$ cat config.mk
export PLATFORM = sky130hd
export DESIGN_NAME = vram_arbiter
export DESIGN_NICKNAME = d
export VERILOG_FILES = /design/src/rtl/video_pkg.sv /design/src/rtl/vram_tile_addr.sv /design/src/rtl/vram_arbiter.sv
export SDC_FILE = /design/constraint.sdc
export NUM_CORES = 1
export LEC_CHECK = 0
export ABC_AREA = 1
export ABC_CLOCK_PERIOD_IN_PS = 3400
export CAP_MARGIN = 20
export CORE_ASPECT_RATIO = 1.25
export CORE_MARGIN = 10
export CORE_UTILIZATION = 30
export DETAILED_ROUTE_END_ITERATION = 12
export PLACE_DENSITY = 0.75
export RECOVER_POWER = 25
export SLEW_MARGIN = 20
export SYNTH_ARGS = -nofsm -noshare
export SYNTH_HDL_FRONTEND = slang
export SYNTH_SLANG_ARGS = --single-unit
$ cat constraint.sdc
create_clock -name clk -period 3.4 [get_ports clk]
set_input_delay 0.68 -clock clk [delete_from_list [all_inputs] [get_ports clk]]
set_output_delay 0.68 -clock clk [all_outputs]
set_load 0.005 [all_outputs]
$ cat src/rtl/video_pkg.sv
// Shared constants for the 80x60 tile fetch window and the VRAM arbiter state encoding.
`timescale 1ns/1ps
package video_pkg;

  localparam int FETCH_H_MIN   = -8;
  localparam int FETCH_H_MAX   = 631;
  localparam int FETCH_V_LINES = 480;
  localparam int TILES_PER_ROW = 80;
  localparam int TILE_SHIFT    = 3;

  typedef enum logic {
    ST_IDLE = 1'b0,
    ST_RESP = 1'b1
  } arb_state_t;

endpackage

$ cat src/rtl/vram_tile_addr.sv
// Combinational tile-map address for the current beam position:
// vbase + (vcntr >> 3) * 80 + ((hcntr + 8) >> 3), modulo 2^AW.
`timescale 1ns/1ps
module vram_tile_addr
  import video_pkg::*;
#(
  parameter int HSIZE = 10,
  parameter int VSIZE = 10,
  parameter int AW    = 16
) (
  input  logic [HSIZE-1:0] hcntr,
  input  logic [VSIZE-1:0] vcntr,
  input  logic [AW-1:0]    vbase,
  output logic [AW-1:0]    addr
);

  logic [HSIZE-1:0] hshift;
  logic [AW-1:0]    row;
  logic [AW-1:0]    col;

  // Biasing by +8 maps the first slot (hcntr = -8) onto column 0.
  assign hshift = hcntr + HSIZE'(-FETCH_H_MIN);
  assign row    = AW'(vcntr >> TILE_SHIFT);
  assign col    = AW'(hshift >> TILE_SHIFT);
  assign addr   = vbase + row * AW'(TILES_PER_ROW) + col;

endmodule

$ cat src/rtl/vram_arbiter.sv
// Single-port VRAM arbiter: video tile fetches pre-empt CPU accesses on slot cycles.
// Optional stall counter output enabled by defining VRAM_ARB_STATS_EN.
`timescale 1ns/1ps
module vram_arbiter
  import video_pkg::*;
#(
  parameter int            HSIZE = 10,
  parameter int            VSIZE = 10,
  parameter int            AW    = 16,
  parameter int            DW    = 8,
  parameter logic [AW-1:0] VBASE = '0
) (
  input  logic             clk,
  input  logic             rst_n,
  input  logic [HSIZE-1:0] hcntr,
  input  logic [VSIZE-1:0] vcntr,
  input  logic             vactive,
  input  logic             cpu_req,
  input  logic             cpu_we,
  input  logic [AW-1:0]    cpu_addr,
  input  logic [DW-1:0]    cpu_wdata,
  output logic             cpu_ack,
  output logic [DW-1:0]    cpu_rdata,
  output logic [AW-1:0]    mem_addr,
  output logic             mem_we,
  output logic [DW-1:0]    mem_wdata,
  input  logic [DW-1:0]    mem_rdata,
  output logic             vid_valid,
`ifdef VRAM_ARB_STATS_EN
  output logic [DW-1:0]    vid_data,
  output logic [15:0]      stall_cnt
`else
  output logic [DW-1:0]    vid_data
`endif
);

  arb_state_t    state;
  arb_state_t    state_nxt;
  logic          h_in_window;
  logic          vid_slot;
  logic          cpu_issue;
  logic [AW-1:0] vid_addr;

  vram_tile_addr #(
    .HSIZE (HSIZE),
    .VSIZE (VSIZE),
    .AW    (AW)
  ) u_tile_addr (
    .hcntr (hcntr),
    .vcntr (vcntr),
    .vbase (VBASE),
    .addr  (vid_addr)
  );

  // The counter wraps -160..-1 onto the top of its range, so the negative
  // part of the window is matched against the wrapped encoding.
  assign h_in_window = (int'(hcntr) <= FETCH_H_MAX) ||
                       (int'(hcntr) >= (1 << HSIZE) + FETCH_H_MIN);
  assign vid_slot    = vactive && (int'(vcntr) < FETCH_V_LINES) && h_in_window &&
                       (hcntr[TILE_SHIFT-1:0] == '0);
  assign cpu_issue   = (state == ST_IDLE) && cpu_req && !vid_slot;

  // NOTE: sequential state uses non-blocking assignments so every flop samples pre-edge values.
  always_ff @(posedge clk or negedge rst_n) begin
    if (!rst_n) state <= ST_IDLE;
    else        state <= state_nxt;
  end

  always_comb begin
    state_nxt = state;
    case (state)
      ST_IDLE: if (cpu_issue) state_nxt = ST_RESP;
      ST_RESP: state_nxt = ST_IDLE;
      default: state_nxt = ST_IDLE;
    endcase
  end

  // NOTE: every output gets a default first, so no path through this block can infer a latch.
  always_comb begin
    mem_addr  = '0;
    mem_we    = 1'b0;
    mem_wdata = '0;
    cpu_ack   = 1'b0;
    cpu_rdata = '0;
    if (vid_slot) begin
      mem_addr = vid_addr;
    end else if (cpu_issue) begin
      mem_addr  = cpu_addr;
      mem_we    = cpu_we;
      mem_wdata = cpu_wdata;
    end
    if (state == ST_RESP) begin
      cpu_ack   = 1'b1;
      cpu_rdata = mem_rdata;
    end
  end

  always_ff @(posedge clk or negedge rst_n) begin
    if (!rst_n) vid_valid <= 1'b0;
    else        vid_valid <= vid_slot;
  end

  // The VRAM output register already holds the fetched tile for exactly this cycle.
  assign vid_data = vid_valid ? mem_rdata : '0;

`ifdef VRAM_ARB_STATS_EN
  logic cpu_stall;
  assign cpu_stall = (state == ST_IDLE) && cpu_req && vid_slot;

  always_ff @(posedge clk or negedge rst_n) begin
    if (!rst_n)                                 stall_cnt <= '0;
    else if (cpu_stall && stall_cnt != 16'hFFFF) stall_cnt <= stall_cnt + 16'd1;
  end
`endif

endmodule

==> results of run 1 <==
## cells in the final DEF, fill, tap and decap left out, types with 2 or more instances in the layout
cell / synthesis / layout
xor2_1: 4 / 2
dfrtp_1: 2 / 2
dlymetal6s2s_1: 0 / 3
nand2_1: 76 / 63
buf_2: 1 / 8
nand3b_1: 2 / 2
buf_6: 3 / 3
nand3_2: 2 / 10
or2_2: 3 / 2
o21ai_0: 3 / 2
nand3_1: 29 / 20
inv_2: 0 / 2
nand2_2: 1 / 13
nand4_1: 6 / 6
inv_1: 48 / 46
clkdlybuf4s50_1: 0 / 73
buf_4: 0 / 33
fa_2: 0 / 2
clkbuf_8: 0 / 3
clkdlybuf4s15_2: 0 / 2
o21ai_1: 1 / 2
nor2_1: 20 / 16
ha_4: 0 / 10
dlygate4sd2_1: 0 / 2
nor2_2: 0 / 4
ha_1: 14 / 4
xnor2_1: 2 / 2
nor3_2: 0 / 2
clkbuf_2: 0 / 5
## worst max-delay path: cells and delay by family
| kind | cells | cell delay, ps |
|---|---|---|
| adders and majority gates | 2 | 490 |
| buffers and inverters | 3 | 790 |
| and+or+nand+nor | 10 | 650 |
## final timing paths
path	from	endpoint	slack [ps]	cells after the start
worst min-delay path	rst_n	state	710	1
max in group asynchronous	rst_n	vid_valid	2560	1
worst max-delay path	vcntr[9]	mem_addr[13]	110	15
min in group clk	state	state	1030	4
worst min register to register	state	state	1030	4
worst max register to register	state	state	2280	4
## cell families (layout without fill, tap and decap cells)
| kind of cell | after synthesis | count (layout) | share of synthesized area [%] |
|---|---|---|---|
| AO/OA/AOI/OAI | 10 | 10 | 4.98 |
| AND/OR/NAND/NOR | 143 | 143 | 50.8 |
| adder cells (fa/ha/maj) | 16 | 16 | 17.5 |
| buffers and inverters | 54 | 183 | 18.4 |
| flip-flops | 2 | 2 | 4.07 |
| XOR/XNOR | 6 | 6 | 4.27 |
## metal layers
| layer | global-route usage (%) | vias up | wire length (um) | part of all wire, % |
|---|---|---|---|---|
| li1 | - | 979 | - | - |
| met3 | 4.93 | 2 | 438 | 7.6 |
| met2 | 27.5 | 84 | 2840 | 49 |
| met5 | 0 | - | 0 | 0 |
| met1 | 17.0 | 860 | 2480 | 43 |
| met4 | 2.44 | 0 | 14 | 0.24 |
## report_power, final
part | internal, mW | switching (mW)
registers | 0.0250 | 0.00259
clock network | 0.0747 | 0.0172
logic | 0.208 | 0.167
## per-stage QoR
| stage | utilization [%] | instances | cell area [sq um] | hold WS [ps] | worst slack [ps] |
|---|---|---|---|---|---|
| final | 71.4 | 414 | 2770 | 708 | 113 |
| after global routing | 71.4 | 414 | 2770 | 706 | -35.0 |
| after CTS | 67.4 | 412 | 2610 | 632 | -12.6 |
| after detailed placement | 63.5 | 407 | 2460 | 852 | -760 |
| after global placement | 63.5 | 407 | 2460 | 847 | -739 |
| after floorplan | - | 231 | 1230 | 384 | 351 |
## state kept, by name, indices dropped and copies added (netlist names)
register   flops
vid_valid      1
state          1
## final cells by class
type	instances	area share [%]
well taps	54	2.44
inverters	48	6.51
flip-flops and latches	2	1.81
repair buffers	132	43.2
clock buffers	3	1.49
multi-input cells	175	44.6
## cells in the mapped netlist (all sizes together) (2+ instances only)
library cell / count / area (sq um)
nand2: 77 / 292
inv: 48 / 180
nand3: 31 / 165
nor2: 20 / 75.1
ha: 14 / 175
nand4: 6 / 37.5
buf: 4 / 38.8
o21ai: 4 / 20.0
or2: 4 / 25.0
xor2: 4 / 35.0
a21oi: 3 / 18.8
nor3: 3 / 15.0
clkbuf: 2 / 7.51
dfrtp: 2 / 50.1
fa: 2 / 40.0
nand3b: 2 / 15.0
xnor2: 2 / 17.5
## timing repair
| action | 4_1_cts | 5_1_grt |
|---|---|---|
| gates resized for setup | 76 | 48 |
| buffers inserted | 2 | 2 |
| setup endpoints to repair | 25 | 24 |
| pin swaps | 23 | 17 |
==> impl_results.md, run 1 <==
* Status: completed
* Synth Warn # at 0
* Final setup viols at 0
* Die area at 0.00708 sq mm
* Fmax at 0.304 GHz
* Multi-input gate area at 0.00123 sq mm
* Starting Density at 31.7%
* Final Max Slew Viols at 0
* Library cells used by synthesis at 26
* Post-Syn Instances at 231
* Number of nets in the layout at 435
* Asr flop ratio synth at 100%
* Peak VDD IR at 0.116 mV
* Initial antenna violation count at 0
* Share of post-route cells with drive strength above 1 at 30.0%
* Seq cells post-synth at 2
* FF+latch area at 50.0 sq um
* Setup Skew at 0 ps
* Cell mode on critical path: nand2_1
* Clk sink count at 2
* CP startpoint kind: input port
* TritonCTS clock tree: built
* Synthesized area at 0.00123 sq mm
* P per Cell Area at 179 mW/mm^2
* Max-Cap Viols at 0
* Critical path cell sequence: clkdlybuf4s50_1, ha_4, ha_4, buf_6, nand2_2, nor2_2, nand2_2, nand3_2, nand2_1, nand2_1, nand2_1, nand2_1, nand2_1, nand2_1, buf_2
* Final hold viol count at 0
* WL final at 5.78 mm
* Die span in y at 91.6 um
* Hold crit path type: input port to async pin
* Clk Latency, worst-skew pair at 210 ps
* H-Tree Depth at 1
* Vias per inst at 4.65
* Number of global-route vias before repair at 1817
* Total negative slack at 0 ps
* Mean Syn Cell Area at 5.32 sq um
* Static leakage at 1.46 nW
* Avg WL per Cell at 14.0 um
* # rows at 25
* CTS root buffer: clkbuf_8
* Number of CTS-inserted buffers at 3
* Core box area at 0.00388 sq mm
* Relative slew margins at 80.3%
* Port buffer count at 96
* Largest net degree at the start of global routing at 16
* Critical Path Max Stage Delay at 530 ps
* Final min period at 3290 ps
* Ports at 100
* DRT Pass-1 Iters at 4
* Cts hold-fix bufs at 0
* Detail Route Antenna Nets at 0
* WP data arrival at 2610 ps
* Via count at 1925
* CTS clk-pin slew, worst paths at 30 ps
* Detailed placement HPWL at 4.89 mm
* WP data required at 2720 ps
* Sequential fraction of the synthesis area at 4.07%
* Total GRT Usage at 15.2%
* Final critical-path share of the clock period at 96.7%
* Post-synth EDFFs at 0
* Total grt overflow at 0
* RD Place Congestion at 0.872
* Die width at 77.3 um
* Mapped Nets at 304
* Area Overhead vs Synth at 125%
* Fillcell total at 337
* Critical setup path kind: input port to primary output
* Ant diodes at 0
* Worst-path maximum fanout at 6
* Worst path slowest cell: clkdlybuf4s50_1
* Worst-margin pin slew at 295 ps
* DRC errors left at 0
* Top FF cell, synth: dfrtp_1
* Total power at 0.494 mW
* Initial DRC count at 91
* Crit path capture type: primary output
* Global-route wire length before repair at 9.02 mm
* Clock Path Buffers at 2
Power figures use the tool's default switching activity.
==> run 2, diff against run 1 <==
--- a/config.mk
+++ b/config.mk
@@ -8,13 +8,13 @@
 export ABC_AREA = 1
 export ABC_CLOCK_PERIOD_IN_PS = 3400
 export CAP_MARGIN = 20
-export CORE_ASPECT_RATIO = 1.25
+export CORE_ASPECT_RATIO = 0.7
 export CORE_MARGIN = 10
 export CORE_UTILIZATION = 30
 export DETAILED_ROUTE_END_ITERATION = 12
+export GPL_TIMING_DRIVEN = 0
 export PLACE_DENSITY = 0.75
 export RECOVER_POWER = 25
-export SLEW_MARGIN = 20
 export SYNTH_ARGS = -nofsm -noshare
 export SYNTH_HDL_FRONTEND = slang
 export SYNTH_SLANG_ARGS = --single-unit
==> run 2 against run 1 <==
Clock skew did not move. Sequential power fell by 8.0%. Cell count fell by 6.5%. Register-to-register slack got worse by 220 ps. Largest cell class unchanged. Largest power group unchanged.
==> impl_results.md, run 2 (same netlist as run 1, synthesis figures left out) <==
* Detailed placement HPWL at 4.30 mm
* TritonCTS clock tree: built
* Global-route wire length before repair at 8.52 mm
* CTS root buffer: clkbuf_8
* Detail Route Antenna Nets at 0
* Share of post-route cells with drive strength above 1 at 17.3%
* Hold crit path type: input port to async pin
* DRT Pass-1 Iters at 4
* Status: completed
* Critical path cell sequence: buf_2, ha_4, ha_4, fa_2, nand2_1, nor2_1, nand2_1, nand2_2, nand3_2, nor2_2, nand2_1, nand2_1, nand2_1, nand2_1, buf_2
* Reg2Reg Depth at 5
* Total negative slack at 0 ps
* Vias per inst at 4.60
* RD Place Congestion at 0.824
* Avg WL per Cell at 13.6 um
* CP startpoint kind: input port
* Final core utilization at 61.3%
* Critical Path Max Stage Delay at 530 ps
* Starting Density at 31.2%
* Multi-input gate area at 0.00111 sq mm
* H-Tree Depth at 1
* Crit path capture type: primary output
* Final hold viol count at 0
* Final Max Slew Viols at 0
* Total GRT Usage at 14.4%
* CTS clk-pin slew, worst paths at 30 ps
* Worst path slowest cell: fa_2
* FF+latch area at 50.0 sq um
* Fmax at 0.305 GHz
* Initial DRC count at 91
* Clock Path Buffers at 2
* Worst R2R End: state
* Initial antenna violation count at 0
* Final setup viols at 0
* Die area at 0.00710 sq mm
* Number of CTS-inserted buffers at 3
* WP data arrival at 2600 ps
* Core box area at 0.00395 sq mm
* Via count at 1782
* Most frequent cells in the layout: 72 x nand2_1, 65 x clkdlybuf4s50_1, 47 x inv_1
* Ant diodes at 0
* P per Cell Area at 181 mW/mm^2
* Biggest regs: state (1), vid_valid (1)
* Port buffer count at 96
* Final critical-path share of the clock period at 96.5%
* Max-Cap Viols at 0
* Worst r2r src: state
* WL final at 5.27 mm
* Cell mode on critical path: nand2_1
* Worst setup margin at 121 ps
* Peak VDD IR at 0.123 mV
* Ports at 100
* Worst reg-to-reg setup slack at 2060 ps
* Number of global-route vias before repair at 1808
* Leading cell type in the layout, fill and taps excluded: nand2_1
* Die span in y at 73.6 um
* Place WS at -899 ps
* Static leakage at 1.31 nW
* Fillcell total at 359
* Die width at 96.5 um
* DRC errors left at 0
* Final min period at 3280 ps
* RSZ-0062 raised after global routing: true
* Area Overhead vs Synth at 96.7%
* Critical setup path kind: input port to primary output
* Largest delay share family, worst path: adder cells
* WP data required at 2720 ps
* Relative slew margins at 72.3%
* Total grt overflow at 0
* Setup Skew at 0 ps
* Clk sink count at 2
* Worst-path maximum fanout at 3
* Largest net degree at the start of global routing at 11
* Crit path buf inv count at 2
* Number of nets in the layout at 410
* # rows at 19
* Clk Latency, worst-skew pair at 210 ps
* Worst-margin pin slew at 415 ps
-- run 2: cell types whose count changed in the layout (fill, tap and decap cells not counted), moves of 3 or more --
cell	before	now
nand3_2	10	4
nand2_2	13	5
clkdlybuf4s50_1	73	65
dlygate4sd3_1	1	8
buf_4	33	6
nor2_1	16	19
nand2_1	63	72
nor2_2	4	1
clkbuf_2	5	10
nand3_1	20	27
-- run 2: cell type report --
class                           count  area share, %
Buffer                              6           1.91
Sequential cell                     2           2.07
Clock buffer                        3           1.71
Tap cell                           52           2.69
Timing Repair Buffer              101           38.1
Inverter                           48           7.45
Multi-Input combinational cell    175           46.1
-- run 2: where the power goes --
part	switching [mW]	internal, mW
sequential	0.000365	0.0250
combinational	0.150	0.169
clock	0.0178	0.0748
-- run 2: worst max-delay path by stage --
| stage | startpoint | end | slack [ps] | cells after the start |
|---|---|---|---|---|
| floorplan | vcntr[4] | mem_addr[12] | 350 | 11 |
| global placement | vcntr[4] | mem_addr[12] | -900 | 12 |
| detailed placement | hcntr[3] | mem_addr[12] | -900 | 15 |
| CTS | hcntr[4] | mem_addr[12] | -0.7 | 16 |
| global route | hcntr[4] | mem_addr[13] | -50 | 18 |
| finish | vcntr[4] | mem_addr[13] | 120 | 15 |
-- run 2: routing by layer --
layer	GRT usage [%]	wire length (um)	up-vias
met4	2.41	32	0
li1	-	-	922
met3	4.17	451	4
met1	16.9	2210	796
met5	0	0	-
met2	25.7	2570	60
-- run 2: what timing repair did --
item | in CTS | in global routing
pin swaps | 10 | 12
setup buffers | 4 | 1
setup endpoints to repair | 9 | 16
resized for setup | 61 | 30
hold buffers | 0 | 0
-- run 2: through the flow --
step,power [mW],std cells,instance area (sq um),hold slack (ps)
floorplan,0.166,231,1230,384
global placement,0.305,379,2260,848
detailed placement,0.309,379,2260,853
CTS,0.430,386,2410,631
global route,0.480,387,2420,710
finish,0.437,387,2420,706
==> run 3, diff against run 2 <==
--- a/config.mk
+++ b/config.mk
@@ -6,14 +6,14 @@
 export NUM_CORES = 1
 export LEC_CHECK = 0
 export ABC_AREA = 1
-export ABC_CLOCK_PERIOD_IN_PS = 3400
+export ABC_CLOCK_PERIOD_IN_PS = 3700
 export CAP_MARGIN = 20
 export CORE_ASPECT_RATIO = 0.7
 export CORE_MARGIN = 10
-export CORE_UTILIZATION = 30
+export CORE_UTILIZATION = 33
 export DETAILED_ROUTE_END_ITERATION = 12
 export GPL_TIMING_DRIVEN = 0
-export PLACE_DENSITY = 0.75
+export PLACE_DENSITY = 0.81
 export RECOVER_POWER = 25
 export SYNTH_ARGS = -nofsm -noshare
 export SYNTH_HDL_FRONTEND = slang
==> constraint.sdc (replaced) <==
create_clock -name clk -period 3.7 [get_ports clk]
set_input_delay 0.74 -clock clk [delete_from_list [all_inputs] [get_ports clk]]
set_output_delay 0.74 -clock clk [all_outputs]
set_load 0.05 [all_outputs]
==> run 3 against run 2 <==
Via count is 1.6% lower. Sequential power is 7.9% lower. Design area is 2.7% lower. Count of clock-buffer cells in the layout stayed put. Clock skew stayed put. Register-to-register slack better by 250 ps. Cell count is 1.3% lower. Total power is 4.2% higher. Global-route usage is 0.54 points higher. Clock power is 7.2% lower. Non-clock buffer count is 3 lower. Critical path type unchanged. Critical endpoint unchanged.
==> impl_results.md, run 3 (same netlist as run 1, synthesis figures left out) <==
* Hold crit path type: input port to async pin
* H-Tree Depth at 1
* Critical Path Max Stage Delay at 510 ps
* Crit path buf inv count at 2
* DRT Pass-1 Iters at 4
* Detailed placement HPWL at 4.38 mm
* Clk sink count at 2
* Max-Cap Viols at 0
* Number of global-route vias before repair at 1769
* Setup Skew at 0 ps
* Worst-margin pin slew at 538 ps
* CTS clk-pin slew, worst paths at 30 ps
* Total power at 0.456 mW
* Relative slew margins at 64.0%
* Via count at 1753
* Cts hold-fix bufs at 0
* TritonCTS clock tree: built
* Biggest regs: state (1), vid_valid (1)
* Number of nets in the layout at 407
* Uppermost routed layer: met4
* Ant diodes at 0
* Final Max Slew Viols at 0
* Worst path slowest cell: fa_1
* CP startpoint kind: input port
* Area Overhead vs Synth at 91.5%
* Most frequent cells in the layout: 71 x nand2_1, 51 x clkdlybuf4s50_1, 47 x inv_1
* Met3 wire len at 347 um
* Largest net degree at the start of global routing at 11
* Number of CTS-inserted buffers at 3
* Total grt overflow at 0
* Total GRT Usage at 15.0%
* Fmax at 0.278 GHz
* Final min period at 3590 ps
* P per Cell Area at 194 mW/mm^2
* Detail Route Antenna Nets at 0
* Die area at 0.00661 sq mm
* Initial antenna violation count at 0
* Final hold viol count at 0
* Worst setup margin at 108 ps
* WP data required at 2960 ps
* CTS root buffer: clkbuf_8
* Die span in y at 71.1 um
* WL final at 5.15 mm
* RD Place Congestion at 0.836
* Starting Density at 34.6%
* Static leakage at 1.38 nW
* Final core utilization at 66.2%
* Crit path capture type: primary output
* Largest delay share family, worst path: adder cells
* Clock Path Buffers at 2
* Die width at 93.0 um
* # rows at 18
* Routed met1 length at 2.16 mm
* Place WS at -1120 ps
* WP data arrival at 2850 ps
* Share of post-route cells with drive strength above 1 at 15.1%
* DRC errors left at 0
* Worst-path maximum fanout at 3
* Core box area at 0.00356 sq mm
* Status: completed
* Total negative slack at 0 ps
* Leading cell type in the layout, fill and taps excluded: nand2_1
* Peak VDD IR at 0.102 mV
* Cell mode on critical path: nand2_1
* DP Area at 0.00225 sq mm
* Critical setup path kind: input port to primary output
* Port buffer count at 96
* Final instance area at 0.00235 sq mm
* Clk Latency, worst-skew pair at 210 ps
* Avg WL per Cell at 13.5 um
* Final critical-path share of the clock period at 97.1%
* Critical path cell sequence: dlygate4sd2_1, ha_2, ha_4, fa_1, nand2_1, nor2_1, nand2_1, nand2_2, nand3_1, nor2_1, nand2_1, nand2_1, nand2_1, nand2_1, buf_6
* Final setup viols at 0
* Ports at 100
* Global-route wire length before repair at 8.28 mm
* WL met2 at 2.60 mm
* Vias per inst at 4.59
* Initial DRC count at 63
## run 3: cell count changes in the layout (fill, tap and decap cells not counted), sizes merged
cell	before	now
dlymetal6s2s	2	5
clkbuf	15	10
clkdlybuf4s15	2	1
clkdlybuf4s50	65	51
dlygate4sd2	3	17
## run 3: power by group
| group | switching, mW | internal (mW) | leakage [nW] |
|---|---|---|---|
| sequential | 0.000406 | 0.0230 | 0.0264 |
| clock | 0.0171 | 0.0688 | 0.0216 |
| combinational | 0.206 | 0.140 | 1.33 |
| total | 0.224 | 0.232 | 1.38 |
## run 3: final cells by class
| class | instances | area (sq um) |
|---|---|---|
| multi-input combinational | 175 | 1050 |
| timing repair buffer | 98 | 927 |
| inverter | 48 | 180 |
| buffer | 6 | 46.3 |
| clock buffer | 3 | 41.3 |
| tap | 50 | 62.6 |
| fill | 337 | 1200 |
| sequential | 2 | 50.0 |
## run 3: path summary, 6_finish.rpt
| path | from | to | slack [ps] | cells past startpoint |
|---|---|---|---|---|
| max | vcntr[3] | mem_addr[13] | 110 | 15 |
| min | rst_n | state | 770 | 1 |
| max reg2reg | state | state | 2310 | 5 |
| min reg2reg | state | state | 1190 | 5 |
| max in group asynchronous | rst_n | vid_valid | 2800 | 1 |
| min in group clk | hcntr[3] | vid_valid | 1180 | 5 |
## run 3: what timing repair did
action / 4_1_cts / 5_1_grt
resized for setup: 91 / 25
buffers inserted: 1 / 1
pin swaps: 8 / 10
setup endpoints to repair: 23 / 10
endpoints found under the hold margin: 0 / 0
## run 3: per-stage QoR
stage,std cells,hold slack [ps]
floorplan,231,444
global placement,377,908
detailed placement,377,915
CTS,381,697
global route,382,765
finish,382,772
## run 3: metal layers
metal	global-route usage, %	vias up
li1	-	918
met4	4.10	0
met5	0	-
met3	4.00	4
met1	16.6	780
met2	27.4	51
